`src/rtl/spi_reg_file.sv`:
```
// spi_reg_file: register bank behind the SPI slave.
// Holds the control registers, scratch space, synchronized status inputs and a
// sticky event register with a masked interrupt. It also keeps a write counter.
// Optional link-loss watchdog, enabled by defining SPI_REG_WDOG_EN.
//
// Ports:
//   clock, reset_n      main clock, asynchronous active-low reset
//   address[5:0]        register address from the SPI slave
//   write_en, wr_data   one-cycle write strobe and its data
//   read_en             one-cycle read strobe
//   rd_data[7:0]        registered read data, held until the next read
//   status_in[63:0]     asynchronous status bits, byte k at 0x30+k
//   event_in[7:0]       single-cycle event pulses (clock domain)
//   ctrl_out[127:0]     control regs 0x00-0x0F, byte k = bits 8k+7:8k
//   write_strobe[15:0]  one-cycle pulse per written control register
//   irq                 |(event_reg & event_mask), registered
//   wdog_timeout        high while the link watchdog is expired
module spi_reg_file #(
    parameter logic [7:0]  ID_VALUE    = 8'hB5,
    parameter logic [23:0] WDOG_CYCLES = 24'd5_000_000
) (
    input  logic         clock,
    input  logic         reset_n,
    input  logic [5:0]   address,
    input  logic         write_en,
    input  logic [7:0]   wr_data,
    input  logic         read_en,
    output logic [7:0]   rd_data,
    input  logic [63:0]  status_in,
    input  logic [7:0]   event_in,
    output logic [127:0] ctrl_out,
    output logic [15:0]  write_strobe,
    output logic         irq,
    output logic         wdog_timeout
);

    localparam int unsigned NUM_SCRATCH = 32;

    logic [7:0]  scratch_q [NUM_SCRATCH];
    logic [63:0] status_meta;
    logic [63:0] status_sync;
    logic [7:0]  event_reg;
    logic [7:0]  event_mask;
    logic [7:0]  wr_count;
    logic        wdog_flag;
    logic        expired_d;
    logic        ctrl_wr;
    logic [7:0]  ev_clr;
    logic [7:0]  rd_mux;
    logic [4:0]  scr_idx;
    logic        is_ctrl;

    // 0x10-0x2F packs into 0..31 using address bit 5 as the index MSB
    assign scr_idx = {address[5], address[3:0]};
    assign is_ctrl = (address[5:4] == 2'b00);

    // Low control regs are locked out while the watchdog is expired
    assign ctrl_wr = write_en && is_ctrl && !(wdog_timeout && !address[3]);
    assign ev_clr  = (write_en && address == 6'h38) ? wr_data : 8'h00;

    // Read mux: current (pre-write) register contents
    always_comb begin
        rd_mux = 8'h00;
        if (address[5:4] == 2'b00) begin
            rd_mux = ctrl_out[{address[3:0], 3'b000} +: 8];
        end else if (address[5:4] != 2'b11) begin
            rd_mux = scratch_q[scr_idx];
        end else if (!address[3]) begin
            rd_mux = status_sync[{address[2:0], 3'b000} +: 8];
        end else begin
            case (address[2:0])
                3'd0:    rd_mux = event_reg;
                3'd1:    rd_mux = {7'b0, wdog_flag};
                3'd2:    rd_mux = wr_count;
                3'd4:    rd_mux = event_mask;
                3'd7:    rd_mux = ID_VALUE;
                default: rd_mux = 8'h00;
            endcase
        end
    end

`ifdef SPI_REG_WDOG_EN
    logic [23:0] idle_cnt;
    logic [23:0] idle_cnt_d;

    // Idle counter: cleared by any access, saturates at the timeout value
    always_comb begin
        idle_cnt_d = idle_cnt;
        if (write_en || read_en) begin
            idle_cnt_d = 24'd0;
        end else if (idle_cnt != WDOG_CYCLES) begin
            idle_cnt_d = idle_cnt + 24'd1;
        end
    end

    assign expired_d = (idle_cnt_d == WDOG_CYCLES);

    always_ff @(posedge clock or negedge reset_n) begin
        if (!reset_n) begin
            idle_cnt     <= 24'd0;
            wdog_timeout <= 1'b0;
            wdog_flag    <= 1'b0;
        end else begin
            idle_cnt     <= idle_cnt_d;
            wdog_timeout <= expired_d;
            wdog_flag    <= expired_d |
                            (wdog_flag & ~(write_en && address == 6'h39 && wr_data[0]));
        end
    end
`else
    logic unused_wdog;

    assign unused_wdog  = ^WDOG_CYCLES;
    assign expired_d    = 1'b0;
    assign wdog_timeout = 1'b0;
    assign wdog_flag    = 1'b0;
`endif

    // Control registers and their write strobes
    always_ff @(posedge clock or negedge reset_n) begin
        if (!reset_n) begin
            ctrl_out     <= '0;
            write_strobe <= '0;
        end else begin
            write_strobe <= ctrl_wr ? (16'd1 << address[3:0]) : 16'd0;
            if (ctrl_wr) begin
                ctrl_out[{address[3:0], 3'b000} +: 8] <= wr_data;
            end
            // Expiry and an access never coincide, so this never masks a write
            if (expired_d) begin
                ctrl_out[63:0] <= 64'd0;
            end
        end
    end

    // Scratch RAM
    always_ff @(posedge clock or negedge reset_n) begin
        if (!reset_n) begin
            for (int i = 0; i < int'(NUM_SCRATCH); i++) begin
                scratch_q[i] <= 8'h00;
            end
        end else if (write_en && address[5:4] != 2'b00 && address[5:4] != 2'b11) begin
            scratch_q[scr_idx] <= wr_data;
        end
    end

    // Status synchronizer, events, mask, counter, irq and read data
    always_ff @(posedge clock or negedge reset_n) begin
        if (!reset_n) begin
            status_meta <= '0;
            status_sync <= '0;
            event_reg   <= 8'h00;
            event_mask  <= 8'h00;
            wr_count    <= 8'h00;
            irq         <= 1'b0;
            rd_data     <= 8'h00;
        end else begin
            status_meta <= status_in;
            status_sync <= status_meta;
            // A new event wins over a same-cycle write-1-to-clear
            event_reg   <= (event_reg & ~ev_clr) | event_in;
            if (write_en && address == 6'h3C) begin
                event_mask <= wr_data;
            end
            if (write_en) begin
                wr_count <= wr_count + 8'd1;
            end
            irq <= |(event_reg & event_mask);
            if (read_en) begin
                rd_data <= rd_mux;
            end
        end
    end

endmodule

```
`config.mk`:
```
export PLATFORM = sky130hd
export DESIGN_NAME = spi_reg_file
export DESIGN_NICKNAME = d
export VERILOG_FILES = /design/src/rtl/spi_reg_file.sv
export SDC_FILE = /design/constraint.sdc
export NUM_CORES = 1
export LEC_CHECK = 0
export ABC_CLOCK_PERIOD_IN_PS = 2110
export CORE_ASPECT_RATIO = 1.4
export CORE_MARGIN = 2
export CORE_UTILIZATION = 42
export CTS_CLUSTER_SIZE = 30
export DETAILED_ROUTE_END_ITERATION = 12
export PLACE_DENSITY = 0.67
export SLEW_MARGIN = 25
export SYNTH_ARGS = -nofsm -noshare
export SYNTH_HDL_FRONTEND = slang
export SYNTH_SLANG_ARGS = --single-unit
```
`constraint.sdc`:
```
create_clock -name clock -period 2.11 [get_ports clock]
set_input_delay 0.422 -clock clock [delete_from_list [all_inputs] [get_ports clock]]
set_output_delay 0.422 -clock clock [all_outputs]
set_load 0.05 [all_outputs]
```
==> results.md, run 1 <==
- Fin. max-slew vios: 0
- Clock skew: 0.01657 ns
- Fin. Hold Viols: 0
- Max Fanout on Critical Path: 8
- CTS tree: built
- Final core utilization: a little under three fifths
- Synthesis-to-layout area growth: 30.56%
- Crit path kind: in -> reg
- Initial Util: between 40% and 50%
- Cells after synthesis: between 1500 and 2000
- Crit path launch: address[4]
- Distinct cells, synth: 64
- RSZ-0062 raised after global routing: true
- Leak: about 15 nW
- Max frequency: 478.6 MHz
- Clk buf depth: 3
- Synth area leader: dfrtp_1
- Synth Net Count: 1755
- Main combinational cell family by area after synthesis: multiplexers
- Total chip power: 0.02680 W
- Status: finished clean
- Area of the core: between 0.05 and 0.06 mm2
- Global-route wire length before repair: about 110000 um
- Residual DRC: 0
- Largest Register: scratch_q
- Switching power: between 0.006 and 0.007 W
- Commonest non-fill, non-tap cells in the layout: dfrtp_1, mux2_2, buf_4, dlygate4sd2_1, nand2_1
- Critical-path cell list: clkdlybuf4s50_1 -> buf_4 -> a2111oi_4 -> buf_4 -> nand4b_1 -> buf_4 -> o21ai_0
- Period minus WS final: ~2.1 ns
- R2R Setup Slk: 0.17 ns
- Clk sinks: roughly 560
- Commonest non-fill, non-tap cell in the layout: dfrtp_1
- Total GRT Usage: 25.29%
- Biggest regs: scratch_q x256, ctrl_out x128
- R2R cell count: 6
- Critical path's top delay family: buffers and inverters
- CTS clk-pin slew, worst paths: 0.06 ns
- Detailed placer's ending HPWL: between 50000 and 60000 um
- Avg Inst Size Synth: approximately 14 um2
- Net Sw Frac: roughly a quarter
- Sequential fraction of the synthesis area: 58.75%
- Hold wc startpoint: status_in[0]
- Synth Area in Adders: less than 1%
- Chip Width: just over 200 um
- Pre-Repair DR Iteration Count: 8
- Slew @ Worst Pin: about 0.6 ns
- Post-CTS Setup Bufs: 0
- Nets: 2194
- Average wire per standard cell: 25.45 um
- Placed insts: between 2000 and 3000
- Crit path buf inv count: 4
- Main synth FF type: dfrtp_1
- Number of global-route vias before repair: 17350
- Arr. time, crit path: between 2 and 3 ns
- Htree depth: 2
- Drt initial violations: 1064
- Final WL: 73110 um
- Clk Latency, worst-skew pair: around 0.59 ns
- Synth area leaders: dfrtp_1, mux2_2, mux4_2
- Post-route ant nets: 0
- CTS Buf Count: 52
- Die area: 0.05885 mm2
- Rel. slew slack: slightly above 60%
- CP Launch Type: input port
- Slowest CP cell: clkdlybuf4s50_1
- Post-route clock period utilization: between 90% and 100%
- Internal power: 0.01983 W
- Setup crit end: ctrl_out[112]
- Number of cells on the critical path: 7
- Post-synth ARST share: 100.0%
- Synth warn: 0
- # fillers: 4653
- Die Ht: ~290 um
- Comb power frac: roughly 15%
- Largest net degree at the start of global routing: 80
- Fraction of layout cells with a size suffix above 1: roughly two fifths
- Vias per inst: approximately 5.6
- Final Non-Filler Cells: between 2000 and 3000
- Power share of the clock group: approximately two fifths
- Synth Area in Compound Gates: roughly 4.2%
- Max FFs per register: ~260
- Register bit total from synthesis: approximately 560
- Mux cell area share after synthesis: 27.93%
- GRT overflow: 0
- # setup viols final: 0
- Initial antenna violation count: 2
- IO buf count: between 200 and 250
- Max-cap violations: 0
- Top-area cell type share of the netlist area: between 50% and 60%
- Rows: 103
- Max VDD drop: about 730 uV
- Cell Area, Synth: between 0.02 and 0.025 mm2
- Via count: ~16000
- Post-synth EDFFs: 0
- Worst r2r dst: rd_data[6]
- # IOs: ~240
- Reg2reg start: scratch_q[134]
- Root Buffer: clkbuf_16
- Placer Congestion: 0.9951
- Critical path capture point type: flop
- HP Class: in -> reg
- Synth Area in Simple Gates: 6.105%
- Most Frequent Cell on Critical Path: buf_4
- Area share of xor/xnor cells in the synthesized design: less than 1%
- P per Cell Area: between 800 and 900 mW/mm2
- Part of the power in registers: a little under half
- Critical Path Max Stage Delay: ~0.56 ns
- WP data required: 2.62 ns
per-stage QoR:
| stage | area [um2] | hold WS [ns] | TNS, ns | worst slack, ns |
|---|---|---|---|---|
| after global routing | 31200 | 0.2436 | -0.001817 | -0.001537 |
| after floorplan | 24340 | 0.1264 | -87.17 | -0.5992 |
| final | 31200 | 0.2604 | 0 | 0.02049 |
| after global placement | 29450 | 0.3324 | -156.34 | -0.5280 |
| after CTS | 31190 | 0.2274 | 0 | 0.01025 |
| after detailed placement | 29450 | 0.3347 | -159.63 | -0.5611 |
metal layers:
| layer | GRT usage (%) | share of wire (%) |
|---|---|---|
| met4 | 14.41 | 6.3 |
| met5 | 0 | 0 |
| met3 | 3.043 | 5.0 |
| met2 | 44.65 | 52 |
| met1 | 29.63 | 37 |
how the worst min path moves through the flow:
stage | to | cells past startpoint
after floorplan | ctrl_out[0] | 0
after global placement | status_sync[49] | 0
after detailed placement | status_sync[16] | 0
after CTS | status_meta[62] | 1
after global routing | status_meta[11] | 1
final | status_meta[0] | 1
cell families (layout without fill, tap and decap cells):
logic type	count (synthesis)	count (layout)
simple gates	303	303
flops	561	561
other cells	1	3
xor+xnor	9	9
compound gates	143	143
mux	514	514
buf+inv	120	598
fa+ha+maj	7	7
repair_timing:
item	4_1_cts	5_1_grt
setup endpoints to repair	119	3
gates resized for setup	122	0
hold endpoints to repair	25	0
cloned	0	0
hold buffers	1	0
Yosys cell counts, drive strengths merged, types with 5 or more instances:
| master | count |
|---|---|
| and2 | 7 |
| a31oi | 9 |
| inv | 10 |
| a21o | 13 |
| and3 | 7 |
| buf | 56 |
| nor3b | 5 |
| nand2b | 8 |
| nor2b | 8 |
| dfrtp | 561 |
| nand4 | 17 |
| mux2i | 53 |
| mux2 | 377 |
| a221oi | 6 |
| o21ai | 41 |
| a222oi | 6 |
| clkbuf | 54 |
| mux4 | 84 |
| a21oi | 8 |
| nor2 | 70 |
| nand3 | 27 |
| a22oi | 30 |
| ha | 7 |
| nand2 | 132 |
| xnor2 | 5 |
| nor3 | 11 |
layout make-up:
class,instances,area [um2],share of cell area [%]
Clock inverter,27,404.1,1.295
Sequential cell,561,14040,45.00
Antenna cell,2,5.005,0.01604
Tap cell,735,919.6,2.948
Clock buffer,66,1475,4.728
Inverter,10,45.04,0.1444
Multi-Input combinational cell,977,9575,30.69
Timing Repair Buffer,495,4735,15.18
power groups by stage:
stage                     combinational (W)  sequential, W  clock (W)
after CTS                           0.00415         0.0124     0.0105
after global routing                0.00437         0.0125     0.0109
after global placement              0.00412         0.0125          0
after floorplan                     0.00189         0.0129          0
final                               0.00411         0.0124     0.0103
after detailed placement            0.00421         0.0126          0
No activity file was read; power rests on OpenSTA's default activity.
==> run 2: changes to the inputs <==
ABC_CLOCK_PERIOD_IN_PS = 2700   (was 2110)
clock period = 2.7 ns   (was 2.11 ns; I/O delays follow)
==> run 2 against run 1 <==
- critical path depth fell by 6
- combinational power shrank 25%
- worst setup slack improved by 0.11 ns
- cell area decreased by 3.5%
- non-clock buffer count decreased by 102
- via count down 3.1%
- core utilization decreased by 1.9 points
- cell count decreased by 3.3%
- sequential power fell by 22%
- critical endpoint is now ctrl_out[57]
==> results.md, run 2 (synthesis results as in run 1) <==
- Status: finished clean
- Post-route clock period utilization: a little over nine tenths
- Hold Slack: 0.3447 ns (+0.08432 ns)
- Max VDD drop: 494.9 uV (-32%)
- Critical-path cell list: clkdlybuf4s50_1
- Vias per inst: 5.632 (+0.21%)
- Average wire per standard cell: 25.50 um (+0.20%)
- Slowest CP cell: clkdlybuf4s50_1
- Clk buf depth: 3 (unchanged)
- P per Cell Area: 679.8 mW/mm2 (-21%)
- Critical path's top delay family: buffers and inverters
- Period minus WS final: about 2.6 ns
- Critical path capture point type: output pin
- Placer Congestion: 0.9255 (-7.0%)
- Total GRT Usage: 24.44% (-0.85 points)
- Fin. max-slew vios: 0 (unchanged)
- Global-route wire length before repair: 105600 um (-3.8%)
- Commonest non-fill, non-tap cell in the layout: dfrtp_1
- Storage cell area: 0.01404 mm2 (unchanged)
- Area of the core: 0.05632 mm2 (unchanged)
- Nets: 2095 (-4.5%)
- Final WL: 70800 um (-3.2%)
- Clk sinks: 561 (unchanged)
- Final Non-Filler Cells: 2777 (-3.3%)
- # IOs: 244 (unchanged)
- Final worst slack: 0.1300 ns (+0.1095 ns)
- HP Class: reg -> reg
- Drt initial violations: 1058 (-0.56%)
- Die Ht: 286.2 um (unchanged)
- Commonest non-fill, non-tap cells in the layout: dfrtp_1, mux2_2, clkdlybuf4s50_1, nand2_1, buf_4
- Number of global-route vias before repair: 16400 (-5.5%)
- Clock skew: 0.02774 ns (+0.01117 ns)
- Clk Latency, worst-skew pair: 0.62 ns (+0.03 ns)
- Via count: 15640 (-3.1%)
- Largest Register: scratch_q
- Crit path buf inv count: 1 (-3)
- Placed insts: 2675 (-3.7%)
- CP Launch Type: flop
- Htree depth: 2 (unchanged)
- Post-CTS sizing: 0 (-100%)
- Pre-Repair DR Iteration Count: 6 (-2)
- CTS Buf Count: 55 (+5.8%)
- RSZ-0062 raised after global routing: false
- Max frequency: approximately 400 MHz
- Rows: 103 (unchanged)
- Fin. Hold Viols: 0 (unchanged)
- IO buf count: 242 (unchanged)
- Largest net degree at the start of global routing: 90 (+13%)
- Area of the multi-input gates: 0.009382 mm2 (-2.0%)
- CTS clk-pin slew, worst paths: 0.06 ns (about the same)
- Chip Width: 205.6 um (unchanged)
- Post-route ant nets: 0 (unchanged)
- Die area: 0.05885 mm2 (unchanged)
- # fillers: 4616 (-0.80%)
- Synthesis-to-layout area growth: 26.02%
- Crit path kind: reg -> out
- Residual DRC: 0 (unchanged)
- WP data required: 2.16 ns (-0.46 ns)
- Detailed placer's ending HPWL: 51350 um (-5.7%)
- Root Buffer: clkbuf_16
- CTS tree: built
- Max FFs per register: 256 (unchanged)
- Rel. slew slack: 39.99% (-20 points)
- Fraction of layout cells with a size suffix above 1: 35.77% (-6.0 points)
- Slew @ Worst Pin: 0.8969 ns (+0.2993 ns)
- Leak: 13.62 nW (-9.1%)
- Max Fanout on Critical Path: 3 (-5)
- Critical Path Max Stage Delay: 0.87 ns (+0.31 ns)
- GRT overflow: 0 (unchanged)
- Initial antenna violation count: 0 (-2)
- # setup viols final: 0 (unchanged)
- Max-cap violations: 0 (unchanged)
- Total chip power: 0.02047 W (-24%)
- Pre-CTS setup slack: -0.1931 ns (+0.3681 ns)
- Arr. time, crit path: 2.03 ns (-0.57 ns)
- Biggest regs: scratch_q x256, ctrl_out x128
- Initial Util: 42.43% (unchanged)
-- run 2: metrics by stage --
stage                     instance area, um2  util (%)  setup TNS [ns]
after floorplan                        24060         -          -1.362
after global placement                 28280     50.22          -2.907
after detailed placement               28280     50.22          -5.978
after CTS                              30110     53.47               0
after global routing                   30110     53.47               0
final                                  30110     53.47               0
-- run 2: routing by layer --
metal  vias to the layer above  GRT usage, %  share of wire, %
li1                       6717             -                 -
met1                      8194         29.54                38
met2                       580         42.31                51
met3                       149         3.373               5.5
met4                         0         12.88               5.6
met5                         -             0                 0
-- run 2: timing repair --
action	CTS	global route
endpoints found under the hold margin	55	0
hold buffers	1	0
buffers inserted	0	0
-- run 2: path summary, 6_finish.rpt --
kind / startpoint / slack [ns] / cells after the start / end
max in group asynchronous: reset_n / 1.32 / 4 / status_meta[9]
min in group asynchronous: reset_n / 0.49 / 2 / status_meta[30]
max reg2reg: scratch_q[134] / 0.80 / 6 / rd_data[6]
min: status_meta[33] / 0.34 / 0 / status_sync[33]
max: ctrl_out[57] / 0.13 / 1 / ctrl_out[57]
min reg2reg: status_meta[33] / 0.34 / 0 / status_sync[33]
-- run 2: cell type report --
type | count | share of cell area (%)
Clock buffer | 83 | 5.418
Sequential cell | 561 | 46.62
Clock inverter | 17 | 0.6191
Timing Repair Buffer | 393 | 12.99
Inverter | 10 | 0.1413
Multi-Input combinational cell | 977 | 31.15
Tap cell | 735 | 3.054
Antenna cell | 1 | 0.008310
-- run 2: report_power, final --
part | switching (W) | total [W] | internal (W)
Clock | 0.00326 | 0.00772 | 0.00445
Combinational | 0.00165 | 0.00307 | 0.00141
Sequential | 0.000492 | 0.00969 | 0.00920
